File: src/rtl/audio_gain_stage_if.sv
// Codec-side bus for audio_gain_stage: record samples and gain control in,
// processed play samples and status out.
interface audio_gain_stage_if #(
   parameter int N = 24
);
   logic         NewFrame;
   logic [N-1:0] LeftRecData;
   logic [N-1:0] RightRecData;
   logic [7:0]   gain_target;
   logic         mute;
   logic [N-1:0] LeftPlayData;
   logic [N-1:0] RightPlayData;
   logic         busy;
   logic         clip;
   logic         overrun;

   modport master (
      output NewFrame, LeftRecData, RightRecData, gain_target, mute,
      input  LeftPlayData, RightPlayData, busy, clip, overrun
   );

   modport slave (
      input  NewFrame, LeftRecData, RightRecData, gain_target, mute,
      output LeftPlayData, RightPlayData, busy, clip, overrun
   );
endinterface

File: src/rtl/audio_gain_stage.sv
// Stereo Q2.6 gain stage with one shared 8-cycle shift-add multiplier.
// Optional macro GAIN_RAMP_EN: gain_cur ramps by 1 per frame toward the target.
module audio_gain_stage #(
   parameter int N = 24
) (
   input logic              audio_clk,
   input logic              reset,
   audio_gain_stage_if.slave bus
);
   localparam int P = N + 9;   // signed sample x unsigned 8-bit gain never overflows

   typedef enum logic [1:0] {IDLE, MUL_L, MUL_R, DONE} state_t;

   state_t              state;
   logic [N-1:0]        samp_r;
   logic [7:0]          gain_cur;
   logic [7:0]          mplier;
   logic signed [P-1:0] mcand;
   logic signed [P-1:0] acc;
   logic signed [P-1:0] acc_nxt;
   logic signed [P-1:0] shr;
   logic [2:0]          cnt;
   logic [N-1:0]        res_l, res_r, sat_val;
   logic                clip_l, clip_r, sat_hit;
   logic [7:0]          eff_tgt;
`ifdef GAIN_RAMP_EN
   logic [7:0]          tgt_q;
`endif

   function automatic logic signed [P-1:0] sext(input logic [N-1:0] s);
      return {{(P-N){s[N-1]}}, s};
   endfunction

   assign eff_tgt = bus.mute ? 8'd0 : bus.gain_target;
   assign acc_nxt = acc + (mplier[0] ? mcand : '0);
   assign shr     = acc_nxt >>> 6;

   // In range only when every bit above the output sign bit matches it
   always_comb begin
      sat_hit = ~((&shr[P-1:N-1]) | ~(|shr[P-1:N-1]));
      if (!sat_hit)
         sat_val = shr[N-1:0];
      else if (shr[P-1])
         sat_val = {1'b1, {(N-1){1'b0}}};
      else
         sat_val = {1'b0, {(N-1){1'b1}}};
   end

   always_ff @(posedge audio_clk or posedge reset) begin
      if (reset) begin
         state             <= IDLE;
         samp_r            <= '0;
         gain_cur          <= 8'd64;
         mplier            <= '0;
         mcand             <= '0;
         acc               <= '0;
         cnt               <= '0;
         res_l             <= '0;
         res_r             <= '0;
         clip_l            <= 1'b0;
         clip_r            <= 1'b0;
`ifdef GAIN_RAMP_EN
         tgt_q             <= 8'd64;
`endif
         bus.LeftPlayData  <= '0;
         bus.RightPlayData <= '0;
         bus.busy          <= 1'b0;
         bus.clip          <= 1'b0;
         bus.overrun       <= 1'b0;
      end else begin
         if (bus.NewFrame && state != IDLE)
            bus.overrun <= 1'b1;

         case (state)
            IDLE: begin
               if (bus.NewFrame) begin
                  mcand    <= sext(bus.LeftRecData);
                  samp_r   <= bus.RightRecData;
                  acc      <= '0;
                  cnt      <= '0;
                  bus.busy <= 1'b1;
`ifdef GAIN_RAMP_EN
                  mplier   <= gain_cur;
                  tgt_q    <= eff_tgt;
`else
                  mplier   <= eff_tgt;
                  gain_cur <= eff_tgt;
`endif
                  state    <= MUL_L;
               end
            end

            MUL_L: begin
               cnt <= cnt + 3'd1;
               if (cnt == 3'd7) begin
                  res_l  <= sat_val;
                  clip_l <= sat_hit;
                  acc    <= '0;
                  mcand  <= sext(samp_r);
                  mplier <= gain_cur;   // still the gain this frame started with
                  state  <= MUL_R;
               end else begin
                  acc    <= acc_nxt;
                  mcand  <= mcand <<< 1;
                  mplier <= mplier >> 1;
               end
            end

            MUL_R: begin
               cnt <= cnt + 3'd1;
               if (cnt == 3'd7) begin
                  res_r  <= sat_val;
                  clip_r <= sat_hit;
                  state  <= DONE;
               end else begin
                  acc    <= acc_nxt;
                  mcand  <= mcand <<< 1;
                  mplier <= mplier >> 1;
               end
            end

            DONE: begin
               bus.LeftPlayData  <= res_l;
               bus.RightPlayData <= res_r;
               bus.clip          <= clip_l | clip_r;
               bus.busy          <= 1'b0;
`ifdef GAIN_RAMP_EN
               if (gain_cur < tgt_q)
                  gain_cur <= gain_cur + 8'd1;
               else if (gain_cur > tgt_q)
                  gain_cur <= gain_cur - 8'd1;
`endif
               state <= IDLE;
            end

            default: state <= IDLE;
         endcase
      end
   end
endmodule

File: src/flat_wrapper.sv
// flat-port wrapper written by rule: the top's interface ports become plain ports
module audio_gain_stage_flat 
#(
   parameter int N = 24
)
  (audio_clk, reset, bus_NewFrame, bus_LeftRecData, bus_RightRecData, bus_gain_target, bus_mute, bus_LeftPlayData, bus_RightPlayData, bus_busy, bus_clip, bus_overrun);
  audio_gain_stage_if #(.N(N)) bus_i ();
  input logic audio_clk;
  input logic reset;
  input wire logic [$bits(bus_i.NewFrame)-1:0] bus_NewFrame;
  input wire logic [$bits(bus_i.LeftRecData)-1:0] bus_LeftRecData;
  input wire logic [$bits(bus_i.RightRecData)-1:0] bus_RightRecData;
  input wire logic [$bits(bus_i.gain_target)-1:0] bus_gain_target;
  input wire logic [$bits(bus_i.mute)-1:0] bus_mute;
  output wire logic [$bits(bus_i.LeftPlayData)-1:0] bus_LeftPlayData;
  output wire logic [$bits(bus_i.RightPlayData)-1:0] bus_RightPlayData;
  output wire logic [$bits(bus_i.busy)-1:0] bus_busy;
  output wire logic [$bits(bus_i.clip)-1:0] bus_clip;
  output wire logic [$bits(bus_i.overrun)-1:0] bus_overrun;
  assign bus_i.NewFrame = bus_NewFrame;
  assign bus_i.LeftRecData = bus_LeftRecData;
  assign bus_i.RightRecData = bus_RightRecData;
  assign bus_i.gain_target = bus_gain_target;
  assign bus_i.mute = bus_mute;
  assign bus_LeftPlayData = bus_i.LeftPlayData;
  assign bus_RightPlayData = bus_i.RightPlayData;
  assign bus_busy = bus_i.busy;
  assign bus_clip = bus_i.clip;
  assign bus_overrun = bus_i.overrun;
  audio_gain_stage #(.N(N)) u_core (.audio_clk(audio_clk), .reset(reset), .bus(bus_i));
endmodule
File: config.mk
export PLATFORM = sky130hd
export DESIGN_NAME = audio_gain_stage_flat
export DESIGN_NICKNAME = d
export VERILOG_FILES = /design/src/rtl/audio_gain_stage_if.sv /design/src/rtl/audio_gain_stage.sv /design/src/flat_wrapper.sv
export SDC_FILE = /design/constraint.sdc
export NUM_CORES = 1
export LEC_CHECK = 0
export ABC_CLOCK_PERIOD_IN_PS = 9900
export BUFFER_PORTS_ARGS = -buffer_cell sky130_fd_sc_hd__buf_2
export CAP_MARGIN = 40
export CORE_ASPECT_RATIO = 0.6
export CORE_MARGIN = 2
export CORE_UTILIZATION = 35
export CTS_CLUSTER_SIZE = 14
export DETAILED_ROUTE_END_ITERATION = 12
export PLACE_DENSITY = 0.5
export SYNTH_ARGS = -nofsm -noshare
export SYNTH_HDL_FRONTEND = slang
export SYNTH_SLANG_ARGS = --single-unit
File: constraint.sdc
create_clock -name audio_clk -period 9.9 [get_ports audio_clk]
set_input_delay 0.99 -clock audio_clk [delete_from_list [all_inputs] [get_ports audio_clk]]
set_output_delay 0.99 -clock audio_clk [all_outputs]
set_load 0.05 [all_outputs]
==> out/results.txt, run 1 <==
Status - finished clean
Horizontal die dimension - 231 um
Maximum buffer depth of the clock tree - 3
Slew at the pin with the worst max-slew slack - 0.844 ns
Worst-case clock skew - 0.0121 ns
Most used cells in the layout excluding fill and tap cells - dfrtp_1, nand2_1, buf_2
Post-CTS Hold Fix Bufs - 0
Final Hold Vio Count - 0
HPWL after DPL - 20400 um
Critical path data arrival time - 4.77 ns
Vias per std cell - 5.20
Pin count of the biggest net entering global routing - 100
Final critical-path share of the clock period - 0.443
Floorplan die area - 0.0324 mm^2
Primary flip-flop cell chosen by synthesis mapping - dfrtp_1
Leading cell types by total area after synthesis - dfrtp_1, mux2_2, a21oi_1
Worst setup startpoint - u_core.mplier[0]$_DFFE_PP0P_
Final global-route overflow total - 0
Static leakage - 0.00582 uW
Routed wire length - 28700 um
Filler Cells Inserted - 2961
Post-detailed-route DRC marker count - 0
Cell with the biggest individual delay on the critical path - dfrtp_1
Total core area - 0.0302 mm^2
Most common cell on crit path - a211oi_1
Unrepaired setup endpoints after global routing - no
Count of state elements after synthesis - 212
Setup bufs post-CTS - 0
Delay contributed by the slowest stage of the critical path - 0.70 ns
Largest fanout on the critical path - 34
Post-synthesis cell area - 0.0108 mm^2
Hold path startpoint - u_core.bus.overrun$_DFFE_PP0P_
Total of endpoints with negative setup slack in the final report - 0
Violation count after the first detailed-routing iteration - 668
Clock latency on the worst-skew pair - 0.52 ns
Antenna Diode Count - 0
Maximum clock frequency - 0.228 GHz
Highest ir drop seen on vdd - 0.192 mV
Headroom to the max-slew limit - 0.437
Synth warnings - 0
Via count of the first global-routing pass - 8272
Signed area change from the synthesized netlist to the final layout - 15.8%
Final Critical Period - 4.39 ns
Syn Nets - 1195
CTS tree - done
Library cell occupying the most area in the post-synthesis netlist - dfrtp_1
Buf+Inv Stages, Crit Path - 1
First-pass detailed-route iteration total - 5
Commonest non-fill, non-tap cell in the layout - dfrtp_1
Category of cells accounting for the largest share of critical-path delay - compound AO/OA/AOI/OAI gates
Sequential-to-total area share from yosys stat - 0.489
Start of the worst register-to-register path - u_core.mplier[0]$_DFFE_PP0P_
Fraction of layout cells with a size suffix above 1 - 0.223
Area share of the largest cell type after synthesis - 0.487
Count of port buffers added during placement - 110
Min-delay worst type - reg2reg
Classification of the worst setup path - reg2reg
CP required - 10.28 ns
Overall via count from detail_route - 8338
Post-CTS Resized - 0
Overall power of the completed layout - 4010 uW
Gp weighted congestion - 0.870
CTS buffer count - 22
Number of placement rows - 49
Number of antenna violations at the first check in global routing - 1
DIE HEIGHT - 140 um
First-pass GRT wire length - 46600 um
Io pins - 111
H-tree levels - 1
Maxcap violations - 0
Cells after Synth - 1096
CTS Root Cell - clkbuf_16
Final number of max-transition violations - 0
Distinct cells, synth - 64
Power per Cell Area - 320 mW/mm^2
Number of nets in the layout - 1281
Setup_tns - 0 ns
Crit end category - flop
Clk pin slew, worst setup/hold paths - 0.06 ns
Series of cell instances along the critical path - and2_1 -> ha_1 -> fa_1 -> a211oi_1 -> o21ai_1 -> o2111ai_1 -> a21boi_1 -> a31o_2 -> o211ai_1 -> nand2b_1 -> a21oi_2 -> buf_6 -> a211oi_1
Clk sink count - 212
Fraction of registers with async set/reset - 1.00
Number of nets with antenna violations after routing - 0
Wire length per cell - 17.9 um
Post-synth EDFFs - 0
Starting Density - 0.359
Avg Cell Area, Syn - 9.89 um^2
Total routing usage reported by global routing - 0.181
Startpoint kind of the worst setup timing path - flop
-- routing by layer --
| metal | part of all wire | GRT usage |
|---|---|---|
| met4 | 0.014 | 0.0295 |
| met2 | 0.41 | 0.260 |
| met1 | 0.52 | 0.280 |
| met3 | 0.051 | 0.0377 |
| met5 | 0 | 0 |
-- worst register-to-register path: stages, from the launching register on --
cell and delay, ns:
dfrtp_1 0.70, and2_1 0.30, ha_1 0.20, fa_1 0.43, a211oi_1 0.22, o21ai_1 0.14
o2111ai_1 0.47, a21boi_1 0.21, a31o_2 0.31, o211ai_1 0.11, nand2b_1 0.27, a21oi_2 0.56
buf_6 0.24, a211oi_1 0.09
-- area by class of cell --
type / count / area [um^2] / share of cell area
Tap cell: 408 / 510 / 0.0406
Sequential cell: 212 / 5310 / 0.422
Multi-Input combinational cell: 801 / 5200 / 0.414
Inverter: 16 / 67.6 / 0.00538
Timing Repair Buffer: 129 / 758 / 0.0604
Clock buffer: 34 / 687 / 0.0547
Clock inverter: 2 / 35.0 / 0.00279
-- stage by stage --
| stage | cells | util | setup slack (ns) | instance area (um^2) | hold slack (ns) |
|---|---|---|---|---|---|
| 2_1_floorplan | 1096 | - | 3.12 | 10800 | 0.443 |
| 5_1_grt | 1602 | 0.416 | 4.98 | 12600 | 0.485 |
| 6_report | 1602 | 0.416 | 5.51 | 12600 | 0.454 |
| 3_5_place_dp | 1566 | 0.392 | 5.56 | 11800 | 0.448 |
| 4_1_cts | 1602 | 0.416 | 5.51 | 12600 | 0.462 |
| 3_3_place_gp | 1560 | 0.388 | 5.38 | 11700 | 0.446 |
-- path summary, 6_finish.rpt --
kind | to | slack, ns | cells after the start
setup / recovery | u_core.res_l[21]$_DFFE_PP0P_ | 5.51 | 13
setup reg to reg | u_core.res_l[21]$_DFFE_PP0P_ | 5.51 | 13
max in group asynchronous | u_core.bus.RightPlayData[0]$_DFFE_PP0P_ | 7.63 | 5
hold / removal | u_core.bus.overrun$_DFFE_PP0P_ | 0.45 | 1
min in group asynchronous | u_core.bus.RightPlayData[4]$_DFFE_PP0P_ | 0.57 | 2
hold reg to reg | u_core.bus.overrun$_DFFE_PP0P_ | 0.45 | 1
-- Yosys cell counts (3+ instances only) --
master and count:
dfrtp_1 211, nand2_1 129, a21oi_1 108, o21ai_0 95, nor2_1 84, mux2_2 75, clkbuf_1 49, and2_1 43
ha_1 38, a211oi_1 24, a22o_1 22, a21o_1 17, inv_1 16, nand3_1 16, xor2_1 15, xnor2_1 13
nand2b_1 12, buf_2 10, a211oi_2 9, nor3_1 9, a31o_2 7, nand4_1 7, o211ai_1 7, o31ai_1 7
nor2b_1 6, o21bai_1 6, a31oi_1 4, o21a_1 4, a41oi_1 3, and3_1 3, buf_1 3, buf_4 3
or3_1 3
-- registers in the layout, indices dropped and copies added (netlist names), 2 cells and up --
signal                    flops
u_core.acc                   33
u_core.mcand                 33
u_core.bus.LeftPlayData      24
u_core.bus.RightPlayData     24
u_core.res_l                 24
u_core.res_r                 24
u_core.samp_r                24
u_core.gain_cur               8
u_core.mplier                 8
u_core.cnt                    3
u_core.state                  2
-- logic make-up after synthesis --
group	share of synthesized area
AOI/OAI and AO/OA	0.193
and+or+nand+nor	0.140
DFF	0.489
buffers and inverters	0.0323
muxes	0.0779
adders and majority gates	0.0457
xor gates and xnor gates	0.0226
-- where the power goes --
group	internal [uW]	total (uW)	switching, uW
sequential	1200	1420	214
clock	499	849	350
combinational	618	1750	1130
No activity file was read; power rests on OpenSTA's default activity.
==> run 2: changes to the inputs <==
ABC_CLOCK_PERIOD_IN_PS = 4300   (was 9900)
clock period = 4.3 ns   (was 9.9 ns; I/O delays follow)
==> out/results.txt, run 2 (synthesis results as in run 1) <==
Commonest non-fill, non-tap cell in the layout - dfrtp_1
H-tree levels - 1 (unchanged)
Overall via count from detail_route - 8416 (+0.94%)
Horizontal die dimension - 231 um (unchanged)
Via count of the first global-routing pass - 8366 (+1.1%)
Number of nets in the layout - 1288 (+0.55%)
Filler Cells Inserted - 3024 (+2.1%)
Share of power burned in the clock network - 0.200 (-0.012)
Routed wire length - 29100 um (+1.4%)
Classification of the worst setup path - reg2reg
Final Critical Period - 4.05 ns (-0.342 ns)
Critical path data arrival time - 4.41 ns (-0.36 ns)
HPWL after DPL - 20800 um (+2.1%)
Violation count after the first detailed-routing iteration - 643 (-3.7%)
Final global-route overflow total - 0 (unchanged)
Internal Power - 5200 uW (+120%)
Series of cell instances along the critical path - buf_4 -> and2_1 -> ha_1 -> fa_1 -> a211oi_1 -> o21ai_1 -> o2111ai_1 -> a21boi_1 -> a31o_2 -> o211a_1 -> and3_4 -> nor3_2 -> buf_6 -> a211oi_1
Vias per std cell - 5.22 (+0.37%)
Status - finished clean
Top flop regs - u_core.acc: 33 flops, u_core.mcand: 33 flops
Post-CTS Hold Fix Bufs - 0 (unchanged)
Unrepaired setup endpoints after global routing - no
Number of antenna violations at the first check in global routing - 0 (-1)
Post-detailed-route DRC marker count - 0 (unchanged)
Setup bufs post-CTS - 0 (unchanged)
Total core area - 0.0302 mm^2 (unchanged)
Signed area change from the synthesized netlist to the final layout - 15.7%
Clk pin slew, worst setup/hold paths - 0.06 ns (about the same)
Total of endpoints with negative setup slack in the final report - 0 (unchanged)
Startpoint kind of the worst setup timing path - flop
Post-Place Cells - 1573 (+0.45%)
Maximum clock frequency - 0.247 GHz (+8.4%)
Maxcap violations - 0 (unchanged)
Slew at the pin with the worst max-slew slack - 0.991 ns (+0.147 ns)
Clock latency on the worst-skew pair - 0.53 ns (about the same)
Combinational power share - 0.445 (+0.010)
Highest ir drop seen on vdd - 0.411 mV (+110%)
Total routing usage reported by global routing - 0.185 (+0.00399)
Gp weighted congestion - 0.894 (+2.7%)
Maximum buffer depth of the clock tree - 3 (unchanged)
Io pins - 111 (unchanged)
Most common cell on crit path - a211oi_1
Antenna Diode Count - 0 (unchanged)
Post-route insts no fill - 1611 (+0.56%)
DIE HEIGHT - 140 um (unchanged)
Cell with the biggest individual delay on the critical path - nor3_2
Setup_tns - 0 ns (unchanged)
Worst-case clock skew - 0.0126 ns (+0.000527 ns)
Flip-flop and latch area - 0.00531 mm^2 (unchanged)
Wire length per cell - 18.1 um (+0.87%)
Starting Density - 0.359 (unchanged)
Min-delay worst type - in2async
Most used cells in the layout excluding fill and tap cells - dfrtp_1, nand2_1, buf_2
Number of nets with antenna violations after routing - 0 (unchanged)
First-pass GRT wire length - 47800 um (+2.6%)
Sequential share of power - 0.355 (+0.002)
Floorplan die area - 0.0324 mm^2 (unchanged)
Final critical-path share of the clock period - 0.941 (+0.498)
First-pass detailed-route iteration total - 5 (unchanged)
CP required - 4.67 ns (-5.61 ns)
Headroom to the max-slew limit - 0.340 (-0.0978)
Crit end category - flop
Fraction of layout cells with a size suffix above 1 - 0.226 (+0.00332)
Pin count of the biggest net entering global routing - 162 (+62%)
Static leakage - 0.00581 uW (-0.13%)
Final Hold Vio Count - 0 (unchanged)
Combined area of the multi-input logic cells - 0.00520 mm^2 (+0.12%)
Switching pwr - 3910 uW (+130%)
CTS tree - done
Clk sink count - 212 (unchanged)
CTS buffer count - 22 (unchanged)
Switching power share of the total - 0.429 (+0.00705)
Final number of max-transition violations - 0 (unchanged)
Power per Cell Area - 726 mW/mm^2 (+130%)
Number of placement rows - 49 (unchanged)
Largest fanout on the critical path - 13 (-62%)
CTS Root Cell - clkbuf_16
Delay contributed by the slowest stage of the critical path - 0.57 ns (-0.13 ns)
Count of port buffers added during placement - 110 (unchanged)
## run 2: routing by layer
metal	wire, um	share of wire	vias to the layer above	GRT usage
met1	15400	0.53	4173	0.295
li1	-	-	4071	-
met4	318	0.011	0	0.0268
met5	0	0	-	0
met2	12100	0.42	148	0.259
met3	1330	0.046	24	0.0360
## run 2: through the flow
| stage | total power, uW | area [um^2] | setup WS (ns) | utilization | hold slack (ns) |
|---|---|---|---|---|---|
| 6_report | 9110 | 12500 | 0.252 | 0.415 | 0.106 |
| 5_1_grt | 9810 | 12500 | 0.0360 | 0.415 | 0.116 |
| 4_1_cts | 9240 | 12500 | 0.157 | 0.415 | 0.119 |
| 3_5_place_dp | 7370 | 11900 | 0.178 | 0.393 | 0.445 |
| 3_3_place_gp | 7300 | 11800 | 0.235 | 0.392 | 0.436 |
| 2_1_floorplan | 6200 | 10800 | 0.878 | - | 0.443 |
## run 2: final timing paths
| path | depth (start not counted) | endpoint | from | slack, ns |
|---|---|---|---|---|
| worst max-delay path | 14 | u_core.res_r[0]$_DFFE_PP0P_ | u_core.mplier[0]$_DFFE_PP0P_ | 0.25 |
| worst min-delay path | 3 | u_core.samp_r[3]$_DFFE_PP0P_ | reset | 0.11 |
| worst max register to register | 14 | u_core.res_r[0]$_DFFE_PP0P_ | u_core.mplier[0]$_DFFE_PP0P_ | 0.25 |
| worst min register to register | 1 | u_core.bus.overrun$_DFFE_PP0P_ | u_core.bus.overrun$_DFFE_PP0P_ | 0.45 |
| max in group asynchronous | 3 | u_core.bus.LeftPlayData[9]$_DFFE_PP0P_ | reset | 3.38 |
| min in group audio_clk | 2 | u_core.samp_r[8]$_DFFE_PP0P_ | bus_RightRecData[8] | 0.14 |
## run 2: worst max-delay path: cells and delay by family (launching register included)
| family | cells | cell delay (ns) |
|---|---|---|
| AOI/OAI and AO/OA | 7 | 1.57 |
| DFF | 1 | 0.38 |
| adders and majority gates | 2 | 0.62 |
| and+or+nand+nor | 3 | 0.92 |
| buffers and inverters | 2 | 0.39 |
## run 2: final cells by class
| type | instances | share of cell area |
|---|---|---|
| sequential | 212 | 0.423 |
| clock inverter | 6 | 0.00289 |
| tap | 408 | 0.0407 |
| clock buffer | 32 | 0.0502 |
| multi-input combinational | 801 | 0.415 |
| timing repair buffer | 136 | 0.0636 |
| inverter | 16 | 0.00509 |
## run 2: power by group through the flow
stage               clock network (uW)  logic, uW  registers, uW
detailed placement                   0       4100           3270
CTS                               1880       4120           3240
global route                      1970       4510           3330
global placement                     0       4040           3270
floorplan                            0       2520           3680
finish                            1820       4060           3240
## run 2: timing repair
action                                  in CTS  in global routing
endpoints found under the setup margin       0                  7
endpoints found under the hold margin        0                  0
resized for setup                            0                  1
==> run 3: changes to the inputs <==
PLACE_DENSITY = unset   (was 0.5)
==> out/results.txt, run 3 (synthesis results as in run 1) <==
Number of nets in the layout - 1290 (+0.16%)
Internal Power - 5380 uW (+3.4%)
Highest ir drop seen on vdd - 0.410 mV (-0.21%)
Static leakage - 0.00585 uW (+0.66%)
Violation count after the first detailed-routing iteration - 703 (+9.3%)
Start of the worst register-to-register path - u_core.mplier[0]$_DFFE_PP0P_
First-pass detailed-route iteration total - 4 (-1)
Met1 global-route usage - 0.280 (-0.0150)
Most used cells in the layout excluding fill and tap cells - dfrtp_1, nand2_1, buf_2
Share of power burned in the clock network - 0.218 (+0.018)
Overall via count from detail_route - 8373 (-0.51%)
Power per Cell Area - 734 mW/mm^2 (+1.1%)
Via count of the first global-routing pass - 8359 (-0.084%)
DIE HEIGHT - 140 um (unchanged)
Maximum clock frequency - 0.256 GHz (+3.5%)
Min-delay worst type - in2reg
Signed area change from the synthesized netlist to the final layout - 16.8%
Final number of max-transition violations - 0 (unchanged)
Total of endpoints with negative setup slack in the final report - 0 (unchanged)
Worst setup startpoint - u_core.mplier[0]$_DFFE_PP0P_
Io pins - 111 (unchanged)
Flip-flop and latch area - 0.00531 mm^2 (unchanged)
Crit end category - flop
Startpoint kind of the worst setup timing path - flop
Worst reg2reg path depth - 14 (unchanged)
Final Critical Period - 3.91 ns (-0.135 ns)
Post-route insts no fill - 1614 (+0.19%)
Sequential share of power - 0.351 (-0.004)
Antenna Diode Count - 0 (unchanged)
Instance area after placement - 0.0119 mm^2 (about the same)
Number of antenna violations at the first check in global routing - 0 (unchanged)
Total core area - 0.0302 mm^2 (unchanged)
CP required - 4.69 ns (+0.02 ns)
Fraction of met2 tracks used by global routing - 0.261 (+0.00284)
Headroom to the max-slew limit - 0.472 (+0.132)
Vias per std cell - 5.19 (-0.70%)
Commonest non-fill, non-tap cell in the layout - dfrtp_1
Post-Place Cells - 1574 (+0.064%)
HPWL after DPL - 20800 um (about the same)
Status - finished clean
GRT Max-Usage Layer - met1
Slew at the pin with the worst max-slew slack - 0.790 ns (-0.201 ns)
Combinational power share - 0.430 (-0.015)
Worst reg2reg path endpoint - u_core.res_l[13]$_DFFE_PP0P_
First-pass GRT wire length - 47000 um (-1.8%)
CTS Root Cell - clkbuf_16
Worst-case clock skew - 0.0106 ns (-0.00197 ns)
Wire length per cell - 17.7 um (-2.2%)
Top flop regs - u_core.acc: 33 flops, u_core.mcand: 33 flops
Maximum buffer depth of the clock tree - 3 (unchanged)
Gp weighted congestion - 0.955 (+6.9%)
Classification of the worst setup path - reg2reg
Met3 Usage GRT - 0.0305 (-0.00550)
Hold path startpoint - bus_RightRecData[5]
Combined area of the multi-input logic cells - 0.00520 mm^2 (about the same)
Fraction of layout cells with a size suffix above 1 - 0.227 (+0.00110)
Setup slack of the worst register-to-register path - 0.39 ns (+0.14 ns)
Post-detailed-route DRC marker count - 0 (unchanged)
Switching pwr - 3920 uW (+0.20%)
Setup bufs post-CTS - 0 (unchanged)
Final Hold Vio Count - 0 (unchanged)
Unrepaired setup endpoints after global routing - no
Switching power share of the total - 0.421 (-0.00763)
Final global-route overflow total - 0 (unchanged)
Horizontal die dimension - 231 um (unchanged)
Setup_tns - 0 ns (unchanged)
Terminating pin of the worst hold path - u_core.samp_r[5]$_DFFE_PP0P_
Clk pin slew, worst setup/hold paths - 0.07 ns (about the same)
Starting Density - 0.359 (unchanged)
Number of placement rows - 49 (unchanged)
Clock latency on the worst-skew pair - 0.51 ns (-0.02 ns)
H-tree levels - 1 (unchanged)
Maxcap violations - 0 (unchanged)
Setup slack of the critical path after layout - 0.387 ns (+0.135 ns)
Pin count of the biggest net entering global routing - 96 (-41%)
Final Instance Area - 0.0127 mm^2 (+0.92%)
CTS buffer count - 22 (unchanged)
Filler Cells Inserted - 2925 (-3.3%)
Final critical-path share of the clock period - 0.910 (-0.0315)
Total routing usage reported by global routing - 0.179 (-0.00507)
CTS tree - done
Largest fanout on the critical path - 20 (+7)
Routed wire length - 28600 um (-2.0%)
Floorplan die area - 0.0324 mm^2 (unchanged)
Post-placement setup slack - 0.289 ns (+0.111 ns)
Clk sink count - 212 (unchanged)
Number of nets with antenna violations after routing - 0 (unchanged)
Count of port buffers added during placement - 110 (unchanged)
Cell depth of the worst hold path - 2
Critical path data arrival time - 4.30 ns (-0.11 ns)
Post-route worst hold slack - 0.153 ns (+0.0465 ns)
## run 3: cell count changes in the layout (fill, tap and decap cells not counted), sizes merged
| cell | before | now |
|---|---|---|
| buf | 136 | 137 |
| inv | 16 | 15 |
| bufinv | 0 | 3 |
| dlygate4sd3 | 0 | 1 |
| clkinvlp | 2 | 4 |
| clkinv | 4 | 1 |
## run 3: worst max-delay path by stage
| stage | cells past startpoint | slack (ns) | endpoint |
|---|---|---|---|
| final | 14 | 0.39 | u_core.res_l[13]$_DFFE_PP0P_ |
| after global routing | 14 | 0.03 | u_core.res_l[13]$_DFFE_PP0P_ |
| after CTS | 13 | 0.29 | u_core.res_l[15]$_DFFE_PP0P_ |
| after detailed placement | 13 | 0.29 | u_core.res_l[21]$_DFFE_PP0P_ |
| after global placement | 12 | 0.35 | u_core.res_l[2]$_DFFE_PP0P_ |
| after floorplan | 13 | 0.88 | u_core.res_l[14]$_DFFE_PP0P_ |
## run 3: layout make-up
type | count | share of cell area
clock buffer | 32 | 0.0505
clock inverter | 7 | 0.00958
inverter | 16 | 0.00504
multi-input combinational | 801 | 0.411
sequential | 212 | 0.419
tap | 408 | 0.0403
timing repair buffer | 138 | 0.0648
## run 3: critical path, cell delays in order (launching register included)
cell,delay [ns]
dfrtp_1,0.50
and2_1,0.20
ha_1,0.20
fa_1,0.42
a211oi_1,0.23
o21ai_1,0.14
o2111ai_1,0.42
a21oi_1,0.14
nor3_1,0.33
nor2_1,0.07
buf_4,0.22
a31oi_1,0.31
nor2_1,0.09
buf_4,0.20
a221o_1,0.30
## run 3: power by group through the flow
stage	clock network [uW]	registers (uW)	logic (uW)
6_report	2030	3270	4000
5_1_grt	2170	3360	4440
4_1_cts	2070	3270	4040
3_5_place_dp	0	3300	4020
3_3_place_gp	0	3290	3960
2_1_floorplan	0	3680	2520
## run 3: through the flow
| step | utilization | total power, uW |
|---|---|---|
| global placement | 0.391 | 7250 |
| detailed placement | 0.393 | 7310 |
| floorplan | - | 6200 |
| finish | 0.419 | 9300 |
| global route | 0.419 | 9960 |
| CTS | 0.419 | 9380 |
## run 3: timing repair
| item | CTS | global route |
|---|---|---|
| hold endpoints to repair | 5 | 0 |
| hold buffers | 1 | 0 |
| gates resized for setup | 0 | 1 |
| setup endpoints to repair | 0 | 8 |
## run 3: per-layer routing
metal,share of wire,vias up,wire length [um]
li1,-,4083,-
met1,0.52,4098,14800
met2,0.42,158,12000
met3,0.048,34,1360
met4,0.015,0,439
met5,0,-,0
